**config.mk**
```make
export PLATFORM = sky130hd
export DESIGN_NAME = serial_add_ctrl
export DESIGN_NICKNAME = d
export VERILOG_FILES = /design/src/rtl/serial_add_pkg.sv /design/src/rtl/fa_bit_cell.sv /design/src/rtl/serial_add_ctrl.sv
export SDC_FILE = /design/constraint.sdc
export NUM_CORES = 1
export LEC_CHECK = 0
export BUFFER_PORTS_ARGS = -buffer_cell sky130_fd_sc_hd__buf_2
export CAP_MARGIN = 20
export CELL_PAD_IN_SITES_DETAIL_PLACEMENT = 2
export CELL_PAD_IN_SITES_GLOBAL_PLACEMENT = 2
export CORE_MARGIN = 4
export CORE_UTILIZATION = 37
export CTS_CLUSTER_DIAMETER = 200
export DETAILED_ROUTE_END_ITERATION = 6
export MAX_ROUTING_LAYER = met4
export PLACE_DENSITY_LB_ADDON = 0.1
export REMOVE_ABC_BUFFERS = 1
export SKIP_LAST_GASP = 1
export SYNTH_ARGS = -nofsm -noshare
export SYNTH_HDL_FRONTEND = slang
export SYNTH_SLANG_ARGS = --single-unit
```
**constraint.sdc**
```tcl
create_clock -name clk -period 3.55 [get_ports clk]
set_clock_uncertainty 0.15 [all_clocks]
set_input_delay 0.355 -clock clk [delete_from_list [all_inputs] [get_ports clk]]
set_output_delay 0.355 -clock clk [all_outputs]
set_load 0.005 [all_outputs]
```
**src/rtl/serial_add_pkg.sv**
```systemverilog
// Shared definitions for the bit-serial adder controller.
// Contents:
//   state_t   - controller state encoding (IDLE / RUN / DONE)
//   cnt_width - width of the bit-cycle counter for a given operand width
package serial_add_pkg;

  typedef enum logic [1:0] {
    ST_IDLE = 2'd0,
    ST_RUN  = 2'd1,
    ST_DONE = 2'd2
  } state_t;

  // Bit-cycle counter width: enough to hold the value WIDTH.
  function automatic int cnt_width(input int width);
    return $clog2(width + 1);
  endfunction

endpackage

```
**src/rtl/fa_bit_cell.sv**
```systemverilog
// Purely combinational 1-bit full adder; the single arithmetic cell that the
// serial controller reuses on every bit cycle.
// Ports:
//   x, y  - operand bits
//   ci    - carry in
//   s     - sum bit
//   co    - carry out (majority of x, y, ci)
module fa_bit_cell (
  input  logic x,
  input  logic y,
  input  logic ci,
  output logic s,
  output logic co
);

  assign s  = x ^ y ^ ci;
  assign co = (x & y) | (x & ci) | (y & ci);

endmodule

```
**src/rtl/serial_add_ctrl.sv**
```systemverilog
// Bit-serial adder controller. Accepts a, b, cin on a valid/ready handshake,
// runs one full-adder cell LSB-first for WIDTH cycles, then presents the
// registered sum and carry-out on a valid/ready handshake.
// Ports:
//   clk, rst            - clock, asynchronous active-high reset
//   in_valid, in_ready  - operand handshake (in_ready high only in IDLE)
//   a, b, cin           - operands, sampled on the accept edge only
//   out_valid, out_ready- result handshake (out_valid high only in DONE)
//   sum, cout           - registered result, held until consumed and after
//   busy                - high while an operation is in RUN or DONE
module serial_add_ctrl
  import serial_add_pkg::*;
#(
  parameter int WIDTH = 8
) (
  input  logic             clk,
  input  logic             rst,
  input  logic             in_valid,
  output logic             in_ready,
  input  logic [WIDTH-1:0] a,
  input  logic [WIDTH-1:0] b,
  input  logic             cin,
  output logic             out_valid,
  input  logic             out_ready,
  output logic [WIDTH-1:0] sum,
  output logic             cout,
  output logic             busy
);

  localparam int CNT_W = cnt_width(WIDTH);
  localparam logic [CNT_W-1:0] CNT_LAST = CNT_W'(WIDTH - 1);

  state_t           state_r;
  state_t           next_state_s;

  logic [WIDTH-1:0] a_sr_r;
  logic [WIDTH-1:0] b_sr_r;
  logic [WIDTH-1:0] sum_sr_r;
  logic             carry_r;
  logic [CNT_W-1:0] cnt_r;
  logic [WIDTH-1:0] sum_r;
  logic             cout_r;

  logic             in_ready_r;
  logic             out_valid_r;
  logic             busy_r;
  logic             in_ready_nxt_s;
  logic             out_valid_nxt_s;
  logic             busy_nxt_s;

  logic             accept_s;
  logic             last_bit_s;
  logic             fa_s_s;
  logic             fa_co_s;

  // Shift helpers built by concatenation so that WIDTH=1 needs no empty slice.
  logic [WIDTH:0]   a_cat_s;
  logic [WIDTH:0]   b_cat_s;
  logic [WIDTH:0]   sum_cat_s;
  logic [WIDTH-1:0] a_shift_s;
  logic [WIDTH-1:0] b_shift_s;
  logic [WIDTH-1:0] sum_next_s;

  // in_ready_r is only ever set while the state is IDLE, so it qualifies accept.
  assign accept_s   = in_valid & in_ready_r;
  assign last_bit_s = (cnt_r == CNT_LAST);

  assign a_cat_s    = {1'b0, a_sr_r};
  assign b_cat_s    = {1'b0, b_sr_r};
  assign sum_cat_s  = {fa_s_s, sum_sr_r};
  assign a_shift_s  = a_cat_s[WIDTH:1];
  assign b_shift_s  = b_cat_s[WIDTH:1];
  assign sum_next_s = sum_cat_s[WIDTH:1];

  fa_bit_cell u_fa (
    .x  (a_sr_r[0]),
    .y  (b_sr_r[0]),
    .ci (carry_r),
    .s  (fa_s_s),
    .co (fa_co_s)
  );

  // State register.
  always_ff @(posedge clk or posedge rst) begin
    if (rst) begin
      state_r <= ST_IDLE;
    end else begin
      state_r <= next_state_s;
    end
  end

  // Next-state logic.
  always_comb begin
    next_state_s = state_r;
    case (state_r)
      ST_IDLE: begin
        if (accept_s) begin
          next_state_s = ST_RUN;
        end else begin
          next_state_s = ST_IDLE;
        end
      end
      ST_RUN: begin
        if (last_bit_s) begin
          next_state_s = ST_DONE;
        end else begin
          next_state_s = ST_RUN;
        end
      end
      ST_DONE: begin
        if (out_valid_r & out_ready) begin
          next_state_s = ST_IDLE;
        end else begin
          next_state_s = ST_DONE;
        end
      end
      default: begin
        next_state_s = ST_IDLE;
      end
    endcase
  end

  // Output decode of the upcoming state; registered below so that the
  // handshake flags always match state_r without any input-to-output path.
  always_comb begin
    in_ready_nxt_s  = 1'b0;
    out_valid_nxt_s = 1'b0;
    busy_nxt_s      = 1'b0;
    case (next_state_s)
      ST_IDLE: begin
        in_ready_nxt_s = 1'b1;
      end
      ST_RUN: begin
        busy_nxt_s = 1'b1;
      end
      ST_DONE: begin
        out_valid_nxt_s = 1'b1;
        busy_nxt_s      = 1'b1;
      end
      default: begin
        in_ready_nxt_s  = 1'b0;
        out_valid_nxt_s = 1'b0;
        busy_nxt_s      = 1'b0;
      end
    endcase
  end

  // Handshake flag registers; cleared in reset so in_ready stays low until the
  // first edge after rst deasserts.
  always_ff @(posedge clk or posedge rst) begin
    if (rst) begin
      in_ready_r  <= 1'b0;
      out_valid_r <= 1'b0;
      busy_r      <= 1'b0;
    end else begin
      in_ready_r  <= in_ready_nxt_s;
      out_valid_r <= out_valid_nxt_s;
      busy_r      <= busy_nxt_s;
    end
  end

  // Operand load, bit-serial shift/carry and final result capture.
  always_ff @(posedge clk or posedge rst) begin
    if (rst) begin
      a_sr_r   <= '0;
      b_sr_r   <= '0;
      sum_sr_r <= '0;
      carry_r  <= 1'b0;
      cnt_r    <= '0;
      sum_r    <= '0;
      cout_r   <= 1'b0;
    end else begin
      case (state_r)
        ST_IDLE: begin
          if (accept_s) begin
            a_sr_r  <= a;
            b_sr_r  <= b;
            carry_r <= cin;
            cnt_r   <= '0;
          end
        end
        ST_RUN: begin
          a_sr_r   <= a_shift_s;
          b_sr_r   <= b_shift_s;
          sum_sr_r <= sum_next_s;
          carry_r  <= fa_co_s;
          if (last_bit_s) begin
            // Final bit: publish the result; counter parks at zero, never wraps.
            sum_r  <= sum_next_s;
            cout_r <= fa_co_s;
            cnt_r  <= '0;
          end else begin
            cnt_r <= cnt_r + CNT_W'(1);
          end
        end
        ST_DONE: begin
          sum_r  <= sum_r;
          cout_r <= cout_r;
        end
        default: begin
          cnt_r <= '0;
        end
      endcase
    end
  end

  assign in_ready  = in_ready_r;
  assign out_valid = out_valid_r;
  assign busy      = busy_r;
  assign sum       = sum_r;
  assign cout      = cout_r;

endmodule

```
After elaboration in Yosys (flattened, before gate mapping)
Cells that the tools add are included.
{ "word_totals": {"output_inout_bits": 12, "ff_bits": 43, "elab_cells": 51, "inputBits": 21} }
{ "classes": {"add_sub_neg": 1, "eq_ne": 6, "n_bitwise": 10, "mux": 16, "n_reduce_logical": 7} }
{ "ops": {"columns": ["operator", "n"], "rows": [
  ["$pmux W8 S2", 2],
  ["$mux W8", 2],
  ["$pmux W4 S3", 1],
  ["$mux W4", 2],
  ["$pmux W2 S3", 1],
  ["$reduce_and A2 Y1", 3],
  ["$and A1 B1 Y1", 5],
  ["$mux W1", 5],
  ["$add A4 B1 Y4 const B", 1],
  ["$eq A2 B1 Y1 const B", 2],
  ["$eq A2 B2 Y1 const B", 2],
  ["$eq A4 B3 Y1 const B", 1],
  ["$logic_not A2 Y1", 2],
  ["$mux W2", 2],
  ["$ne A2 B2 Y1 const B", 1],
  ["$or A1 B1 Y1", 2],
  ["$pmux W1 S2", 1],
  ["$reduce_bool A2 Y1", 1],
  ["$reduce_or A2 Y1", 1],
  ["$xor A1 B1 Y1", 2],
  ["$not A1 Y1", 1]
]} }

Logic depth before layout (Yosys ltp)
{ "logic_depth": {"ltp_word": 6, "ltp_mapped": 6, "ltp_nobuf": 5} }

Modules after synthesis
Synthesis repeated with hierarchy kept, for this count alone.
{ "hier_totals": {"hier_cells": 161, "hier_area_um2": 1900.6} }
{ "by_module_without_submodules": {"columns": ["mod", "area_per_inst_um2", "seq_area_each_um2", "n_inst", "cells_per_inst"], "rows": [
  ["serial_add_ctrl", 1880.6, 1051.0, 1, 160],
  ["fa_bit_cell", 20.0, 0.0, 1, 1]
]} }

Worst setup path after synthesis
Ideal clock, no wire load.
{ "synth_path": {"path_kind": "register to register", "start": "register cnt_r[0]", "end": "register out_valid_r (netlist: out_valid)", "stages_incl_launch_ff": 7, "setup_time_ns": 0.121, "path_buffers": 1, "t_arrival_ns": 1.291, "setup_slack_ns": 1.987, "synth_period_minus_slack_ns": 1.563, "required_time_ns": 3.279, "path_cell_list": "dfrtp_1 ha_1 nand3b_2 nor2_4 buf_8 a31o_2 ha_1"} }
{ "synth_via": {"elab_chain_cells": 5} }
{ "synth_rtl": {"columns": ["element", "line_no", "text"], "rows": [
  ["start: declaration", "serial_add_ctrl.sv:40", "logic [CNT_W-1:0] cnt_r;"],
  ["start signal: assignment", "serial_add_ctrl.sv:193", "cnt_r <= cnt_r + CNT_W'(1);"],
  ["$eq A4 B3 Y1", "serial_add_ctrl.sv:66", "assign last_bit_s = (cnt_r == CNT_LAST);"],
  ["$mux W2", "serial_add_ctrl.sv:104", "if (last_bit_s) begin"],
  ["$pmux W2 S3", "serial_add_ctrl.sv:95", "case (state_r)"],
  ["named net next_state_s[1]", "serial_add_ctrl.sv:34", "state_t next_state_s;"],
  ["$eq A2 B2 Y1", "serial_add_ctrl.sv:129", "case (next_state_s)"],
  ["$mux W1", "serial_add_ctrl.sv:129", null],
  ["named net out_valid_nxt_s", "serial_add_ctrl.sv:48", "logic out_valid_nxt_s;"],
  ["end signal: assignment", "serial_add_ctrl.sv:157", "out_valid_r <= out_valid_nxt_s;"],
  ["end: declaration", "serial_add_ctrl.sv:45", "logic out_valid_r;"]
]} }
The timed path passes the listed nets, and every way through them passes these cells.
A chain may end at the register's enable or synchronous reset.

Worst setup path in the final report
{ "layout_path": {"start": "register state_r[1]", "end": "register busy_r (netlist: busy)"} }
{ "layout_via": {"elab_chain_cells": 5, "elab_cells_between_ends": 8, "cone_classes": "eq/ne: 4; mux: 2; reduce/logical: 2"} }
{ "layout_rtl": {"columns": ["element", "line_no", "text"], "rows": [
  ["start: declaration", "serial_add_ctrl.sv:33", "state_t state_r;"],
  ["start signal: assignment", "serial_add_ctrl.sv:88", "state_r <= next_state_s;"],
  ["$eq A2 B2 Y1 (tied with other cells)", "serial_add_ctrl.sv:95", null],
  ["$pmux W2 S3 *", "serial_add_ctrl.sv:95", null],
  ["$eq A2 B2 Y1 / $eq A2 B1 Y1 (equally long branches)", "serial_add_ctrl.sv:129", null],
  ["$reduce_or A2 Y1 (no line) *", null, null],
  ["$mux W1 *", "serial_add_ctrl.sv:129", null],
  ["named net busy_nxt_s", "serial_add_ctrl.sv:49", "logic busy_nxt_s;"],
  ["end signal: assignment", "serial_add_ctrl.sv:158", "busy_r <= busy_nxt_s;"],
  ["end: declaration", "serial_add_ctrl.sv:46", "logic busy_r;"]
]} }
Mark *: on every way through the listed nets, which the timed path passes. The rest lies on a longest branch.

==> results.yml <==
timing:
  period_share: 0.568
  worst_pin_slew_ps: 858
  hold_viol: 0
  slew_headroom: 0.426
  hold_ws_ps: 20.8
  period_needed_ps: 2020
  slew_viol_final: 0
  tns_ps: 0
  rsz0062_at_grt: "no"
  setup_viol: 0
  max_freq_mhz: 496
worst_setup_path:
  setup.worst_path.class: "flop to flop"
  worstReg2RegStart: "state_r[1]"
  worstSetupStartpointType: "flop"
  required_ps: 3590
  critPathLaunch: "state_r[1]"
  crit_arrival_ps: 2060
  cp-end-kind: "flop"
  crit_fanout: 18
logic_synthesis:
  yosysTopAreaCell: "dfrtp_1"
  synth_warnings: 0
  avgSynthCellArea_um2: 10.4
  yosysUniqueCellTypes: 30
  syn-instance-count: 177
  synth.top_cell.area_share: 0.568
  synth_area_mm2: 0.00185
  seq_area_frac_synth: 0.568
  yosys_register_bits: 42
  synthTopCellsByArea: "dfrtp_1, nand2_1, mux2_4, a31oi_1, nor2_1"
clocking:
  cts.clk_slew.worst_paths_ps: 90
  cts_resized: 0
  clock_sink_count: 42
  cts_hold_buf: 0
  cts_tree: "done"
  cts_buffer_depth: 2
  cts_root_buf: "clkbuf_8"
  cts_setup_buffers: 0
  clk_latency_ps: 310
  cts.htree.levels: 2
  numCtsBuffers: 5
routing:
  drc_errors: 0
  firstDrtPassIters: 4
  drt_iter0_drc: 62
  dr_total_vias: 1384
  routed_wl_mm: 4.45
  ant_nets: 0
  wl_per_cell_um: 16.2
  via_per_inst: 5.03
global_routing:
  gr-usage-all-layers: 0.163
  grt_max_degree: 43
  grt_pass1_wl_mm: 7.59
  grt_pass1_vias: 1479
  overflow: 0
  grt_antenna_before_repair: 0
die:
  die-area_mm2: 0.00619
  io_pins: 33
  die_w_um: 78.7
  die_h_um: 78.7
  start_util: 0.386
  core_mm2: 0.00479
  rows: 25
power_and_ir_drop:
  peakVddDrop_v: 0.000446
  p_leak_nw: 1.05
  power.density_mw_per_mm2: 878
place:
  gp_congestion: 0.692
  dpl.hpwl_mm: 3.07
  port_buffers: 32
cells_and_area:
  fillers: 524
  nNetsFinal: 232
  diodes: 0
  syn_to_final_growth_pct: 14.9
  drive_gt1_frac: 0.260
run_status:
  outcome: "finished clean"
job:
  drv_cap: 0
hold_path:
  worstHoldPathType: "input port to asynchronous set/reset pin"
## cell usage in the layout (no fill, tap or decap), drive strengths merged
| cell | netlist | routed |
|---|---|---|
| a22o | 1 | 1 |
| a22oi | 1 | 1 |
| a31o | 1 | 1 |
| a31oi | 17 | 17 |
| a32o | 1 | 1 |
| and2b | 1 | 1 |
| and3 | 1 | 1 |
| and3b | 1 | 1 |
| buf | 10 | 34 |
| clkbuf | 1 | 5 |
| clkinv | 0 | 1 |
| clkinvlp | 0 | 1 |
| dfrtp | 42 | 42 |
| fa | 1 | 1 |
| ha | 3 | 3 |
| inv | 3 | 4 |
| mux2 | 9 | 9 |
| nand2 | 55 | 55 |
| nand2b | 1 | 1 |
| nand3 | 3 | 3 |
| nand3b | 2 | 2 |
| nor2 | 16 | 16 |
| nor2b | 2 | 2 |
| o21ai | 3 | 3 |
| o221ai | 1 | 1 |
| o22ai | 1 | 1 |
## logic make-up (layout without fill, tap and decap cells)
kind of cell | count (synthesis) | count (layout) | share of synthesized area
muxes | 9 | 9 | 0.0710
buffers and inverters | 14 | 45 | 0.0480
adders and majority gates | 4 | 4 | 0.0311
DFF | 42 | 42 | 0.568
AOI/OAI and AO/OA | 26 | 26 | 0.0927
and+or+nand+nor | 82 | 82 | 0.189
## metal layers
metal | GRT usage | vias to the layer above | wire length [µm]
met5 | - | - | 0
met4 | 0.0472 | 0 | 48
met3 | 0.0385 | 6 | 131
met2 | 0.261 | 21 | 2260
met1 | 0.208 | 707 | 2000
li1 | - | 650 | -
## stage by stage
step | instances | cell area, µm² | util | setup WS [ps] | power, mW
after floorplan | 166 | 1770 | - | 1350 | 1.29
after global placement | 267 | 2030 | 0.424 | 1640 | 1.48
after detailed placement | 267 | 2030 | 0.424 | 1530 | 1.56
after CTS | 275 | 2120 | 0.444 | 1510 | 1.90
after global routing | 275 | 2120 | 0.444 | 1390 | 2.03
final | 275 | 2120 | 0.444 | 1530 | 1.86
## area by class of cell
cell class	count	area, µm²	area share
clock inverters	3	25.0	0.0118
multi-input cells	121	709	0.334
well taps	67	83.8	0.0395
clock buffers	5	68.8	0.0324
repair buffers	34	175	0.0824
flip-flops and latches	42	1050	0.495
inverters	3	11.3	0.00530
## flip-flops by register name (all words and copies together), names as in the netlist, 2 cells and up
| signal | flops |
|---|---|
| a_sr_r | 8 |
| b_sr_r | 8 |
| cnt_r | 4 |
| state_r | 2 |
| sum | 8 |
| sum_sr_r | 7 |
## cells in the mapped netlist
library cell	instances
nand2_1	55
dfrtp_1	42
a31oi_1	17
nor2_1	15
mux2_4	8
buf_2	5
buf_4	3
ha_1	3
inv_1	3
nand3_1	3
o21ai_0	3
nor2b_1	2
a22o_1	1
a22oi_1	1
a31o_2	1
a32o_1	1
and2b_1	1
and3_1	1
and3b_1	1
buf_6	1
buf_8	1
clkbuf_1	1
fa_1	1
mux2_2	1
nand2b_1	1
nand3b_1	1
nand3b_2	1
nor2_4	1
o221ai_1	1
o22ai_1	1
## path summary, 6_finish.rpt
kind / to / slack (ps) / cells after the start
hold / removal: a_sr_r[0] / 20 / 3
setup / recovery: busy / 1530 / 3
max in group asynchronous: state_r[1] / 2860 / 3
hold reg to reg: sum_sr_r[2] / 360 / 2
setup reg to reg: busy / 1530 / 3
min in group clk: a_sr_r[0] / 140 / 3
## power breakdown
part,total [mW],internal [mW],switching [mW]
combinational,0.703,0.299,0.404
clock,0.328,0.142,0.186
sequential,0.833,0.691,0.142
## worst max-delay path, stage by stage, from the launching register on
cell and delay (ps):
dfrtp_1 430, and3b_1 720, a22oi_1 270, ha_1 340
(Power assumes the default switching activity.)
